## src/rtl/updown_counter_param_pkg.sv

```systemverilog
// Shared types and encodings for the parametrised up/down counter.
package updown_counter_param_pkg;

    typedef enum logic {
        MODE_WRAP = 1'b0,
        MODE_SAT  = 1'b1
    } cnt_mode_e;

    localparam logic DIR_UP   = 1'b1;
    localparam logic DIR_DOWN = 1'b0;

endpackage

```

## src/rtl/updown_counter_param_if.sv

```systemverilog
// Control/status bundle of the counter; master drives controls, slave is the counter.
interface updown_counter_param_if #(
    parameter int WIDTH = 4
);
    logic             en;
    logic             load;
    logic             updown;
    logic [WIDTH-1:0] data;
    logic [WIDTH-1:0] step;
    logic [WIDTH-1:0] limit;
    logic             mode;
    logic             clr_flags;
    logic [WIDTH-1:0] data_out;
    logic             tc;
    logic             ovf;
    logic             unf;
    logic             at_limit;
    logic             at_zero;

    modport master (
        output en, load, updown, data, step, limit, mode, clr_flags,
        input  data_out, tc, ovf, unf, at_limit, at_zero
    );

    modport slave (
        input  en, load, updown, data, step, limit, mode, clr_flags,
        output data_out, tc, ovf, unf, at_limit, at_zero
    );
endinterface

```

## src/rtl/updown_counter_param_next_calc.sv

```systemverilog
// Combinational next-count and event computation: load, range clamp, step, wrap/saturate.
module updown_counter_param_next_calc
    import updown_counter_param_pkg::*;
#(
    parameter int WIDTH = 4
) (
    input  logic [WIDTH-1:0] cur,
    input  logic             en,
    input  logic             load,
    input  logic             updown,
    input  logic [WIDTH-1:0] data,
    input  logic [WIDTH-1:0] step,
    input  logic [WIDTH-1:0] limit,
    input  logic             mode,
    output logic [WIDTH-1:0] nxt,
    output logic             evt,
    output logic             ovf_set,
    output logic             unf_set
);

    logic [WIDTH-1:0] s;
    logic [WIDTH:0]   sum;
    logic [WIDTH:0]   lim1;
    logic [WIDTH:0]   up_wrap;
    logic [WIDTH:0]   dn_wrap;

    always_comb begin
        s       = (step > limit) ? limit : step;
        sum     = {1'b0, cur} + {1'b0, s};
        lim1    = {1'b0, limit} + {{WIDTH{1'b0}}, 1'b1};
        up_wrap = sum - lim1;
        dn_wrap = {1'b0, cur} + lim1 - {1'b0, s};

        nxt     = cur;
        evt     = 1'b0;
        ovf_set = 1'b0;
        unf_set = 1'b0;

        if (load) begin
            nxt = (data > limit) ? limit : data;
        end else if (cur > limit) begin
            nxt = limit;
        end else if (en && (step != '0)) begin
            // With a zero limit the range is {0}: every nonzero request overruns it.
            if (limit == '0) begin
                nxt     = '0;
                evt     = 1'b1;
                ovf_set = (updown == DIR_UP);
                unf_set = (updown == DIR_DOWN);
            end else if (updown == DIR_UP) begin
                if (sum <= {1'b0, limit}) begin
                    nxt = sum[WIDTH-1:0];
                end else begin
                    evt     = 1'b1;
                    ovf_set = 1'b1;
                    nxt     = (mode == MODE_SAT) ? limit : up_wrap[WIDTH-1:0];
                end
            end else begin
                if (s <= cur) begin
                    nxt = cur - s;
                end else begin
                    evt     = 1'b1;
                    unf_set = 1'b1;
                    nxt     = (mode == MODE_SAT) ? '0 : dn_wrap[WIDTH-1:0];
                end
            end
        end
    end

endmodule

```

## src/rtl/updown_counter_param.sv

```systemverilog
// Parametrised load/up/down counter with programmable limit, wrap/saturate, tc and sticky flags.
module updown_counter_param
    import updown_counter_param_pkg::*;
#(
    parameter int WIDTH   = 4,
    parameter int RST_VAL = 0
) (
    input  logic                   clk,
    input  logic                   rst,
    updown_counter_param_if.slave  bus
);

    localparam logic [WIDTH-1:0] RST_V = WIDTH'(RST_VAL);

    logic [WIDTH-1:0] data_out_q, data_out_d;
    logic             tc_q, tc_d;
    logic             ovf_q, ovf_d;
    logic             unf_q, unf_d;

    logic [WIDTH-1:0] nxt;
    logic             evt;
    logic             ovf_set;
    logic             unf_set;

    updown_counter_param_next_calc #(.WIDTH(WIDTH)) u_next_calc (
        .cur     (data_out_q),
        .en      (bus.en),
        .load    (bus.load),
        .updown  (bus.updown),
        .data    (bus.data),
        .step    (bus.step),
        .limit   (bus.limit),
        .mode    (bus.mode),
        .nxt     (nxt),
        .evt     (evt),
        .ovf_set (ovf_set),
        .unf_set (unf_set)
    );

    // A flag being set in the same cycle as clr_flags stays set.
    always_comb begin
        data_out_d = nxt;
        tc_d       = evt;
        ovf_d      = ovf_set ? 1'b1 : (bus.clr_flags ? 1'b0 : ovf_q);
        unf_d      = unf_set ? 1'b1 : (bus.clr_flags ? 1'b0 : unf_q);
    end

    always_ff @(posedge clk or negedge rst) begin
        if (!rst) begin
            data_out_q <= RST_V;
            tc_q       <= 1'b0;
            ovf_q      <= 1'b0;
            unf_q      <= 1'b0;
        end else begin
            data_out_q <= data_out_d;
            tc_q       <= tc_d;
            ovf_q      <= ovf_d;
            unf_q      <= unf_d;
        end
    end

    assign bus.data_out = data_out_q;
    assign bus.tc       = tc_q;
    assign bus.ovf      = ovf_q;
    assign bus.unf      = unf_q;
    assign bus.at_limit = (data_out_q == bus.limit);
    assign bus.at_zero  = (data_out_q == '0);

endmodule

```

## src/flat_wrapper.sv

```systemverilog
// flat-port wrapper written by rule: the top's interface ports become plain ports
module updown_counter_param_flat import updown_counter_param_pkg::*;
#(
    parameter int WIDTH   = 4,
    parameter int RST_VAL = 0
)
  (clk, rst, bus_en, bus_load, bus_updown, bus_data, bus_step, bus_limit, bus_mode, bus_clr_flags, bus_data_out, bus_tc, bus_ovf, bus_unf, bus_at_limit, bus_at_zero);
  updown_counter_param_if #(.WIDTH(WIDTH)) bus_i ();
  input  logic clk;
  input  logic rst;
  input wire logic [$bits(bus_i.en)-1:0] bus_en;
  input wire logic [$bits(bus_i.load)-1:0] bus_load;
  input wire logic [$bits(bus_i.updown)-1:0] bus_updown;
  input wire logic [$bits(bus_i.data)-1:0] bus_data;
  input wire logic [$bits(bus_i.step)-1:0] bus_step;
  input wire logic [$bits(bus_i.limit)-1:0] bus_limit;
  input wire logic [$bits(bus_i.mode)-1:0] bus_mode;
  input wire logic [$bits(bus_i.clr_flags)-1:0] bus_clr_flags;
  output wire logic [$bits(bus_i.data_out)-1:0] bus_data_out;
  output wire logic [$bits(bus_i.tc)-1:0] bus_tc;
  output wire logic [$bits(bus_i.ovf)-1:0] bus_ovf;
  output wire logic [$bits(bus_i.unf)-1:0] bus_unf;
  output wire logic [$bits(bus_i.at_limit)-1:0] bus_at_limit;
  output wire logic [$bits(bus_i.at_zero)-1:0] bus_at_zero;
  assign bus_i.en = bus_en;
  assign bus_i.load = bus_load;
  assign bus_i.updown = bus_updown;
  assign bus_i.data = bus_data;
  assign bus_i.step = bus_step;
  assign bus_i.limit = bus_limit;
  assign bus_i.mode = bus_mode;
  assign bus_i.clr_flags = bus_clr_flags;
  assign bus_data_out = bus_i.data_out;
  assign bus_tc = bus_i.tc;
  assign bus_ovf = bus_i.ovf;
  assign bus_unf = bus_i.unf;
  assign bus_at_limit = bus_i.at_limit;
  assign bus_at_zero = bus_i.at_zero;
  updown_counter_param #(.WIDTH(WIDTH), .RST_VAL(RST_VAL)) u_core (.clk(clk), .rst(rst), .bus(bus_i));
endmodule
```

## config.mk

```make
export PLATFORM = sky130hd
export DESIGN_NAME = updown_counter_param_flat
export DESIGN_NICKNAME = d
export VERILOG_FILES = /design/src/rtl/updown_counter_param_pkg.sv /design/src/rtl/updown_counter_param_if.sv /design/src/rtl/updown_counter_param_next_calc.sv /design/src/rtl/updown_counter_param.sv /design/src/flat_wrapper.sv
export SDC_FILE = /design/constraint.sdc
export NUM_CORES = 1
export LEC_CHECK = 0
export ABC_AREA = 1
export CAP_MARGIN = 20
export CELL_PAD_IN_SITES_DETAIL_PLACEMENT = 1
export CELL_PAD_IN_SITES_GLOBAL_PLACEMENT = 1
export CORE_MARGIN = 1
export CORE_UTILIZATION = 38
export DETAILED_ROUTE_END_ITERATION = 10
export PLACE_DENSITY = 0.8
export SLEW_MARGIN = 10
export SYNTH_ARGS = -nofsm -noshare
export SYNTH_HDL_FRONTEND = slang
export SYNTH_SLANG_ARGS = --single-unit
```

## constraint.sdc

```tcl
create_clock -name clk -period 2.9 [get_ports clk]
set_input_delay 0.58 -clock clk [delete_from_list [all_inputs] [get_ports clk]]
set_output_delay 0.58 -clock clk [all_outputs]
set_load 0.02 [all_outputs]
```

==> flow_metrics.py, run 1 <==
metrics = {
    "setup_path": {
        "arrival_ps": 3980,
        "cp_common_cell": "nand2_1",
        "max_stage_delay_ps": 430,
        "worstSetupPathType": "input pin to register",
        "cp_slowest_cell": "fa_2",
        "cp.required_ps": 3060,
        "critPathMaxFanout": 7,
        "r2r-start": "u_core.bus.data_out[2]$_DFFE_PN0P_",
        "cp-end-kind": "register",
        "crit_start": "bus_limit[3]",
        "worstSetupStartpointType": "input pin",
    },
    "die": {
        "die-area_um2": 4890,
        "fp.dieH_um": 69.9,
        "placementRows": 24,
        "design.core.area_um2": 4380,
        "die_w_um": 69.9,
        "initial_core_util": 0.400,
        "io_pins": 28,
    },
    "timing": {
        "finalMaxSlewViolations": 0,
        "finalClockSkew_ps": 9.91,
        "setup_tns_ps": -4800,
        "period_share": 1.32,
        "min_period_ps": 3820,
        "slew_headroom": 0.599,
        "worst_pin_slew_ps": 593,
        "setup_ws_ps": -924,
        "rsz0062_at_grt": "yes",
        "setup_viol": 7,
        "hold_violations": 0,
        "fmax_mhz": 261,
    },
    "worst_hold_path": {
        "hp-class": "register to register",
        "min_from": "u_core.bus.unf$_DFFE_PN0P_",
    },
    "power": {
        "ir_worst_vdd_mv": 0.842,
        "p_leak_nw": 1.48,
        "power.density_nw_per_um2": 1240,
    },
    "global_route": {
        "met1_usage": 0.401,
        "grt_antenna_before_repair": 0,
        "grtUsageMet2": 0.636,
        "grt_pass1_wl_um": 12800,
        "grt_overflow": 0,
        "grt_max_degree": 11,
        "first_global_vias": 2590,
        "grt_util_all_layers": 0.340,
        "gr-usage-met3": 0.0274,
        "top_usage_layer": "met2",
    },
    "clock_tree": {
        "clk_latency_ps": 240,
        "cts_buffer_depth": 2,
        "path_clk_slew_ps": 50,
        "cts_tree": "yes",
        "cts_hold_buf": 0,
        "cts-root-buf": "clkbuf_8",
        "tritoncts.num_buffers": 3,
        "htreeDepth": 1,
        "clock_sinks": 7,
    },
    "route": {
        "finalWirelength_um": 9900,
        "drc_errors": 0,
        "drt_iter0_markers": 206,
        "route.antenna.remaining_nets": 0,
        "wl_per_cell_um": 23.0,
        "vias": 2550,
        "avgViaCountPerCell": 5.93,
        "first_pass_iters": 5,
    },
    "synth": {
        "netlist_area_um2": 1750,
        "synth-seq-cells": 7,
        "synth_compound_area_frac": 0.162,
        "ys.warnings.count": 0,
        "syn_inst": 280,
        "synth_nets": 337,
        "synthTopCellsByArea": "ha_1 (23%), nand2_1 (16%), inv_1 (11%), dfrtp_1 (10%), fa_1 (6.9%)",
        "synth_area_leader_cell": "ha_1",
        "syn_area_per_cell_um2": 6.26,
        "synth_cell_types": 26,
        "synthAdderAreaFrac": 0.297,
        "synth-simple-area-share": 0.309,
        "synth-seq-area-share": 0.100,
        "muxShareOfSynthArea": 0,
        "synth_top_family_by_area": "simple AND/OR/NAND/NOR gates",
        "synth_xor_area_frac": 0.0200,
        "synth_top_area_frac": 0.229,
    },
    "place": {
        "dp_slack_ps": -1490,
        "dp_hpwl_um": 5990,
        "port_buffers": 27,
        "gp_congestion": 0.865,
    },
    "layout": {
        "fin_util": 0.668,
        "num-fill-cells": 553,
        "synthToLayoutAreaGrowth_pct": 67.1,
        "final_common_cell": "buf_4",
        "drive_gt1_frac": 0.362,
        "diodes": 0,
        "final_cell_mix": "buf_4 (67), nand2_1 (64), inv_1 (38)",
        "layout.nets": 436,
    },
    "job": {
        "maxCapViolations": 0,
    },
    "status": {
        "violations": "setup timing",
        "status": "finished, violations left",
    },
}
-- worst max-delay path: cells and delay by family --
family / cells / cell delay [ps]
compound gates: 4 / 550
xor+xnor: 1 / 290
fa+ha+maj: 3 / 990
buf+inv: 7 / 690
simple gates: 11 / 870
-- cell usage after synthesis, drive strengths merged --
| library cell | count |
|---|---|
| nand3b | 1 |
| dfrtp | 7 |
| nand2 | 78 |
| nor3 | 2 |
| o41ai | 1 |
| and2 | 1 |
| fa | 6 |
| inv | 51 |
| xnor2 | 4 |
| nand4 | 5 |
| nor2 | 16 |
| a21oi | 20 |
| nor4 | 1 |
| o211ai | 5 |
| nand3 | 23 |
| ha | 32 |
| o21bai | 1 |
| o22ai | 1 |
| clkbuf | 1 |
| o21ai | 24 |
-- cells by family after synthesis --
logic type	Yosys count
AOI/OAI and AO/OA	52
DFF	7
buffers and inverters	52
xor gates and xnor gates	4
adders and majority gates	38
and+or+nand+nor	127
-- where the power goes --
group / internal, mW / switching, mW
clock: 0.0958 / 0.0513
sequential: 0.139 / 0.0533
combinational: 1.48 / 1.80
total: 1.71 / 1.91
-- path summary, 6_finish.rpt --
| path | end | slack (ps) | cells past startpoint |
|---|---|---|---|
| max reg2reg | u_core.bus.data_out[3]$_DFFE_PN0P_ | -10 | 18 |
| min in group asynchronous | u_core.bus.unf$_DFFE_PN0P_ | 620 | 1 |
| max | u_core.bus.data_out[3]$_DFFE_PN0P_ | -920 | 26 |
| min | u_core.bus.unf$_DFFE_PN0P_ | 570 | 2 |
| min reg2reg | u_core.bus.unf$_DFFE_PN0P_ | 570 | 2 |
| max in group asynchronous | u_core.bus.data_out[1]$_DFFE_PN0P_ | 2000 | 1 |
-- repair_timing --
item / 4_1_cts / 5_1_grt
gates resized for setup: 50 / 34
cloned: 0 / 0
hold endpoints to repair: 0 / 0
buffers inserted: 8 / 7
endpoints found under the setup margin: 8 / 7
pin swaps: 25 / 23
-- layout make-up --
cell class	instances	area [um2]	area share
flip-flops and latches	7	175	0.0599
repair buffers	95	774	0.265
multi-input cells	221	1660	0.568
well taps	52	65.1	0.0222
inverters	51	205	0.0701
clock buffers	4	45.0	0.0154
-- per-stage QoR --
step                      area [um2]  hold slack (ps)  power [mW]  std cells
after floorplan                 1860              284        1.60        280
after global placement          2580              517        2.61        411
after detailed placement        2580              531        2.72        411
after CTS                       2740              568        3.01        423
after global routing            2930              587        3.85        430
final                           2930              566        3.62        430
-- sequential cells by signal, summed over array words and instances (netlist names) --
signal               flops
u_core.bus.ovf           1
u_core.bus.unf           1
u_core.bus.tc            1
u_core.bus.data_out      4
-- metal layers --
metal / up-vias / routed length [um]
met2: 168 / 4880
met4: 0 / 588
met5: - / 0
met3: 55 / 679
met1: 1214 / 3750
li1: 1113 / -
Power figures use the tool's default switching activity.
==> run 2, diff against run 1 <==
--- a/config.mk
+++ b/config.mk
@@ -12,6 +12,7 @@
 export CORE_MARGIN = 1
 export CORE_UTILIZATION = 38
 export DETAILED_ROUTE_END_ITERATION = 10
+export GPL_ROUTABILITY_DRIVEN = 0
 export PLACE_DENSITY = 0.8
 export SLEW_MARGIN = 10
 export SYNTH_ARGS = -nofsm -noshare
==> flow_metrics.py, run 2 <==
metrics = {
    "synth": {
        "synth_compound_area_frac": 0.162,
        "synth_area_leader_cell": "ha_1",
        "synth-seq-area-share": 0.100,
        "synthFlopType": "dfrtp_1",
        "synthAdderAreaFrac": 0.297,
        "yosysMostFrequentCell": "nand2_1",
        "synth_cell_types": 26,
        "synth-simple-area-share": 0.309,
        "ys.warnings.count": 0,
        "muxShareOfSynthArea": 0,
        "synth_xor_area_frac": 0.0200,
        "synth_top_area_frac": 0.229,
        "syn_inst": 280,
        "synth-edff-count": 0,
        "synth-seq-cells": 7,
        "synthTopCellsByArea": "ha_1 (23%), nand2_1 (16%), inv_1 (11%), dfrtp_1 (10%), fa_1 (6.9%)",
        "netlist_area_um2": 1750,
        "synth_top_family_by_area": "simple AND/OR/NAND/NOR gates",
        "async_flop_share": 1.00,
        "synth_nets": 337,
        "ys_top_cells_by_count": "nand2_1 (77), inv_1 (49), ha_1 (32)",
        "syn_area_per_cell_um2": 6.26,
    },
    "timing": {
        "grt-worst-endpoint": "u_core.bus.data_out[3]$_DFFE_PN0P_/D",
        "worstEndpointType": "register data pin",
    },
    "die": {
        "io_pins": 28,
        "initial_core_util": 0.400,
        "fp.dieH_um": 69.9,
        "die_w_um": 69.9,
        "placementRows": 24,
    },
    "clock_tree": {
        "cts_buffer_depth": 2,
        "htreeDepth": 1,
        "cts-root-buf": "clkbuf_8",
        "clock_sinks": 7,
        "tritoncts.num_buffers": 3,
    },
    "global_route": {
        "grt_antenna_before_repair": 0,
        "grt_max_degree": 11,
    },
    "status": {
        "status": "aborted with a tool error",
        "error_line": "[ERROR DPL-0033] detailed placement checks failed during check placement.",
        "haltStage": "5_1_grt",
    },
    "place": {
        "dp_cells": 415,
        "port_buffers": 27,
        "dp_hpwl_um": 6070,
    },
}
## run 2: cell counts after synthesis
No cell type changed its count.
## run 2: what timing repair did
action | 4_1_cts
resized for setup | 63
pin swaps | 31
endpoints found under the setup margin | 8
setup buffers | 9
hold buffers | 0
## run 2: kinds of logic after synthesis
family,Yosys count
AO/OA/AOI/OAI,52
XOR/XNOR,4
adder cells (fa/ha/maj),38
buffers and inverters,52
flip-flops,7
AND/OR/NAND/NOR,127
## run 2: per-stage QoR
stage	worst slack (ps)	cell area (um2)
2_1_floorplan	-583	1860
3_3_place_gp	-1400	2630
3_5_place_dp	-1490	2630
4_1_cts	-663	2860
==> run 3, diff against run 2 <==
--- a/config.mk
+++ b/config.mk
@@ -7,13 +7,11 @@
 export LEC_CHECK = 0
 export ABC_AREA = 1
 export CAP_MARGIN = 20
-export CELL_PAD_IN_SITES_DETAIL_PLACEMENT = 1
-export CELL_PAD_IN_SITES_GLOBAL_PLACEMENT = 1
 export CORE_MARGIN = 1
-export CORE_UTILIZATION = 38
+export CORE_UTILIZATION = 40
 export DETAILED_ROUTE_END_ITERATION = 10
 export GPL_ROUTABILITY_DRIVEN = 0
-export PLACE_DENSITY = 0.8
+export PLACE_DENSITY_LB_ADDON = 0.15
 export SLEW_MARGIN = 10
 export SYNTH_ARGS = -nofsm -noshare
 export SYNTH_HDL_FRONTEND = slang
==> flow_metrics.py, run 3 (synthesis results as in run 1) <==
metrics = {
    "status": {
        "status": "finished, violations left",
        "violations": "setup timing",
    },
    "timing": {
        "finalClockSkew_ps": 3.09,
        "hold_violations": 0,
        "min_period_ps": 3470,
        "rsz0062_at_grt": "yes",
        "worst_pin_slew_ps": 653,
        "fmax_mhz": 288,
        "period_share": 1.20,
        "slew_headroom": 0.559,
        "setup_ws_ps": -570,
        "worst_hold_slack_ps": 513,
        "setup_viol": 6,
        "finalMaxSlewViolations": 0,
        "setup_tns_ps": -2710,
    },
    "global_route": {
        "top_usage_layer": "met2",
        "grt_pass1_wl_um": 9670,
        "gr-usage-met3": 0.0350,
        "grt_overflow": 0,
        "first_global_vias": 2235,
        "grt_max_degree": 11,
        "met1_usage": 0.345,
        "grtUsageMet2": 0.474,
        "grt_util_all_layers": 0.281,
        "grt_antenna_before_repair": 0,
    },
    "route": {
        "drc_errors": 0,
        "avgViaCountPerCell": 5.20,
        "wl_per_cell_um": 14.1,
        "drt_iter0_markers": 139,
        "first_pass_iters": 4,
        "route.antenna.remaining_nets": 0,
        "vias": 2185,
        "finalWirelength_um": 5910,
    },
    "place": {
        "dp_cells": 408,
        "placed_cell_area_um2": 2590,
        "dp_slack_ps": -1320,
        "dp_hpwl_um": 4550,
        "port_buffers": 27,
    },
    "layout": {
        "diodes": 0,
        "layout.nets": 428,
        "final_cell_mix": "nand2_1 (64), buf_4 (57), inv_1 (40)",
        "drive_gt1_frac": 0.346,
        "synthToLayoutAreaGrowth_pct": 64.8,
        "num-fill-cells": 337,
        "largest_reg_flops": 4,
        "fin_cells": 420,
        "final_common_cell": "nand2_1",
        "fin_util": 0.701,
        "postLayoutCellArea_um2": 2890,
    },
    "setup_path": {
        "arrival_ps": 3590,
        "critPathMaxFanout": 7,
        "worstSetupStartpointType": "input pin",
        "worstSetupPathType": "input pin to register",
        "cp-end-kind": "register",
        "cp.required_ps": 3020,
    },
    "power": {
        "p_leak_nw": 1.47,
        "power.density_nw_per_um2": 1110,
        "power_mw": 3.19,
        "ir_worst_vdd_mv": 0.467,
    },
    "clock_tree": {
        "cts-root-buf": "clkbuf_8",
        "cts_hold_buf": 0,
        "path_clk_slew_ps": 40,
        "clk_latency_ps": 230,
        "cts_tree": "yes",
        "clock_sinks": 7,
        "htreeDepth": 1,
        "tritoncts.num_buffers": 3,
        "cts_buffer_depth": 2,
    },
    "die": {
        "io_pins": 28,
        "fp.dieH_um": 68.2,
        "die_w_um": 68.2,
        "die-area_um2": 4650,
        "initial_core_util": 0.426,
        "placementRows": 23,
        "design.core.area_um2": 4120,
    },
    "worst_hold_path": {
        "hp-class": "register to register",
    },
    "job": {
        "maxCapViolations": 0,
    },
}
==> run 3: layout make-up <==
| type | instances | area, um2 | area share |
|---|---|---|---|
| well taps | 50 | 62.6 | 0.0217 |
| multi-input cells | 221 | 1660 | 0.576 |
| clock buffers | 4 | 45.0 | 0.0156 |
| flip-flops and latches | 7 | 175 | 0.0607 |
| repair buffers | 87 | 734 | 0.254 |
| inverters | 51 | 208 | 0.0720 |
==> run 3: power breakdown <==
group	internal, mW	switching, mW
clock	0.0953	0.0449
combinational	1.38	1.49
sequential	0.139	0.0377
==> run 3: worst max-delay path, stage by stage <==
cell        delay, ps
buf_8              80
clkinvlp_4         90
ha_4              280
nand2_2            50
inv_2              70
nand2_2            60
nand2_2            80
nand2_4            90
o21ai_2           140
ha_2              210
inv_2              40
fa_2              380
xnor2_4           230
ha_4              250
nand2_2            70
nand2_2            70
a21oi_1           140
nand2_1           100
nand2_1            70
nand2_1            60
nand2_1            70
nand2_1            50
nand2_1            50
nand2_1            50
nand3_1            70
nand2_1            60
nand2_1            60
a21oi_2            50
==> run 3: repair_timing <==
| action | CTS | global route |
|---|---|---|
| setup buffers | 10 | 4 |
| endpoints found under the setup margin | 8 | 7 |
| gates cloned | 0 | 0 |
| gates resized for setup | 49 | 33 |
| pin swaps | 27 | 13 |
| hold endpoints to repair | 0 | 0 |
==> run 3: path summary, 6_finish.rpt <==
kind	from	end	slack (ps)	cells past startpoint
max	bus_limit[3]	u_core.bus.data_out[3]$_DFFE_PN0P_	-570	28
min	u_core.bus.unf$_DFFE_PN0P_	u_core.bus.unf$_DFFE_PN0P_	510	2
max reg2reg	u_core.bus.data_out[0]$_DFFE_PN0P_	u_core.bus.data_out[3]$_DFFE_PN0P_	290	19
min reg2reg	u_core.bus.unf$_DFFE_PN0P_	u_core.bus.unf$_DFFE_PN0P_	510	2
max in group asynchronous	rst	u_core.bus.data_out[2]$_DFFE_PN0P_	2070	1
min in group asynchronous	rst	u_core.bus.ovf$_DFFE_PN0P_	600	1
==> run 3: metal layers <==
metal	vias to the layer above	share of wire	wire [um]
li1	1099	-	-
met4	0	0.026	156
met3	21	0.058	343
met1	993	0.43	2540
met2	72	0.48	2860
met5	-	0	0
==> run 4, diff against run 3 <==
--- a/config.mk
+++ b/config.mk
@@ -7,7 +7,7 @@
 export LEC_CHECK = 0
 export ABC_AREA = 1
 export CAP_MARGIN = 20
-export CORE_MARGIN = 1
+export CORE_MARGIN = 2
 export CORE_UTILIZATION = 40
 export DETAILED_ROUTE_END_ITERATION = 10
 export GPL_ROUTABILITY_DRIVEN = 0
==> flow_metrics.py, run 4 (synthesis results as in run 1) <==
metrics = {
    "place": {
        "dp_hpwl_um": 4320,
        "port_buffers": 27,
    },
    "power": {
        "seqPwrFrac": 0.059,
        "netSwitchingFraction": 0.478,
        "power.density_nw_per_um2": 1120,
        "p_leak_nw": 1.46,
        "ir_worst_vdd_mv": 0.482,
        "power_frac_comb": 0.899,
        "power_frac_clock": 0.042,
        "internal_power_mw": 1.67,
        "netSwitchingPower_mw": 1.53,
    },
    "clock_tree": {
        "clk_latency_ps": 220,
        "cts-root-buf": "clkbuf_8",
        "cts_tree": "yes",
        "clock_sinks": 7,
        "htreeDepth": 1,
        "cts_buffer_depth": 2,
        "tritoncts.num_buffers": 3,
        "cts_hold_buf": 0,
        "path_clk_slew_ps": 40,
    },
    "global_route": {
        "grt_antenna_before_repair": 0,
        "first_global_vias": 2158,
        "grt_max_degree": 11,
        "grt_pass1_wl_um": 9400,
        "grt_util_all_layers": 0.235,
        "grt_overflow": 0,
    },
    "route": {
        "route.antenna.remaining_nets": 0,
        "avgViaCountPerCell": 5.03,
        "drt_iter0_markers": 137,
        "vias": 2126,
        "drc_errors": 0,
        "finalWirelength_um": 5400,
        "first_pass_iters": 4,
        "wl_per_cell_um": 12.8,
    },
    "setup_path": {
        "r2r_slack_ps": 250,
        "timing.rr.end": "u_core.bus.data_out[2]$_DFFE_PN0P_",
        "cp-end-kind": "register",
        "critPathMaxFanout": 7,
        "r2r_cells": 12,
        "crit_end": "u_core.bus.ovf$_DFFE_PN0P_",
        "worstSetupPathType": "input pin to register",
        "cp.required_ps": 3000,
        "arrival_ps": 3610,
        "worstSetupStartpointType": "input pin",
        "r2r-start": "u_core.bus.data_out[0]$_DFFE_PN0P_",
        "crit_start": "bus_limit[1]",
    },
    "status": {
        "status": "finished, violations left",
        "violations": "setup timing",
    },
    "die": {
        "initial_core_util": 0.408,
        "design.core.area_um2": 4290,
        "die-area_um2": 4920,
        "die_w_um": 70.2,
        "placementRows": 24,
        "fp.dieH_um": 70.2,
        "io_pins": 28,
    },
    "layout": {
        "fin_util": 0.668,
        "synthToLayoutAreaGrowth_pct": 63.8,
        "largest_reg_flops": 4,
        "diodes": 0,
        "layout.nets": 429,
        "final_cell_mix": "nand2_1 (65), buf_4 (56), inv_1 (41)",
        "drive_gt1_frac": 0.337,
        "final_common_cell": "nand2_1",
    },
    "timing": {
        "min_period_ps": 3500,
        "worst_pin_slew_ps": 580,
        "period_share": 1.21,
        "hold_violations": 0,
        "finalMaxSlewViolations": 0,
        "worst_hold_slack_ps": 521,
        "setup_viol": 6,
        "finalClockSkew_ps": 0.704,
        "slew_headroom": 0.608,
        "rsz0062_at_grt": "yes",
        "setup_ws_ps": -603,
        "fmax_mhz": 285,
    },
    "worst_hold_path": {
        "hp-class": "register to register",
    },
    "job": {
        "maxCapViolations": 0,
    },
}
## run 4: cell types whose count changed in the layout (fill, tap and decap cells not counted), sizes merged
cell	delta
clkbuf	+1
clkdlybuf4s15	-1
clkdlybuf4s50	+1
buf	+1
dlymetal6s2s	-1
## run 4: timing repair
item                       CTS  global route
gates resized for setup     51            28
pin swaps                   27            25
buffers inserted             7             4
setup endpoints to repair    8             7
## run 4: layout make-up
cell class,count,area (um2)
fillers,387,1430
multi-input cells,221,1640
flip-flops and latches,7,175
clock buffers,4,45.0
repair buffers,88,733
inverters,51,208
well taps,52,65.1
## run 4: how the worst min path moves through the flow
stage / slack, ps / cells past startpoint / from / end
after floorplan: 280 / 0 / rst / u_core.bus.data_out[0]$_DFFE_PN0P_
after global placement: 520 / 2 / u_core.bus.unf$_DFFE_PN0P_ / u_core.bus.unf$_DFFE_PN0P_
after detailed placement: 520 / 2 / u_core.bus.unf$_DFFE_PN0P_ / u_core.bus.unf$_DFFE_PN0P_
after CTS: 520 / 2 / u_core.bus.unf$_DFFE_PN0P_ / u_core.bus.unf$_DFFE_PN0P_
after global routing: 560 / 2 / u_core.bus.unf$_DFFE_PN0P_ / u_core.bus.unf$_DFFE_PN0P_
final: 520 / 2 / u_core.bus.unf$_DFFE_PN0P_ / u_core.bus.unf$_DFFE_PN0P_
## run 4: metrics by stage
stage          cell area (um2)  total power [mW]  setup slack [ps]  setup TNS (ps)  instances
2_1_floorplan             1860              1.60              -583           -2750        280
4_1_cts                   2730              2.92              -604           -3290        420
3_3_place_gp              2570              2.49             -1330           -8040        409
3_5_place_dp              2570              2.52             -1370           -8300        409
6_report                  2870              3.20              -603           -3240        423
5_1_grt                   2870              3.58              -747           -4260        423
## run 4: worst max-delay path, stage by stage
cell,delay (ps)
buf_8,80
clkinvlp_4,90
ha_4,270
nand2_2,40
nand2_1,60
nand2_2,50
nand2_2,80
nand2_4,100
o21ai_4,190
ha_4,150
inv_2,30
fa_2,570
inv_4,60
ha_4,270
buf_4,100
nand4_1,80
nand2_2,100
nand2_4,90
buf_4,160
buf_6,100
buf_6,100
buf_6,100
nor2_2,60
o22ai_1,80
## run 4: power groups by stage
stage | registers, mW | clock network (mW) | logic (mW)
global route | 0.195 | 0.146 | 3.24
CTS | 0.183 | 0.141 | 2.60
finish | 0.189 | 0.135 | 2.88
global placement | 0.182 | 0 | 2.31
detailed placement | 0.182 | 0 | 2.33
floorplan | 0.243 | 0 | 1.36
## run 4: metal layers
metal	GRT usage	wire length [um]	part of all wire	vias up
met5	0	0	0	-
met4	0.0598	86	0.016	0
met3	0.0115	138	0.026	12
met2	0.416	2680	0.50	59
met1	0.311	2500	0.46	949
li1	-	-	-	1106
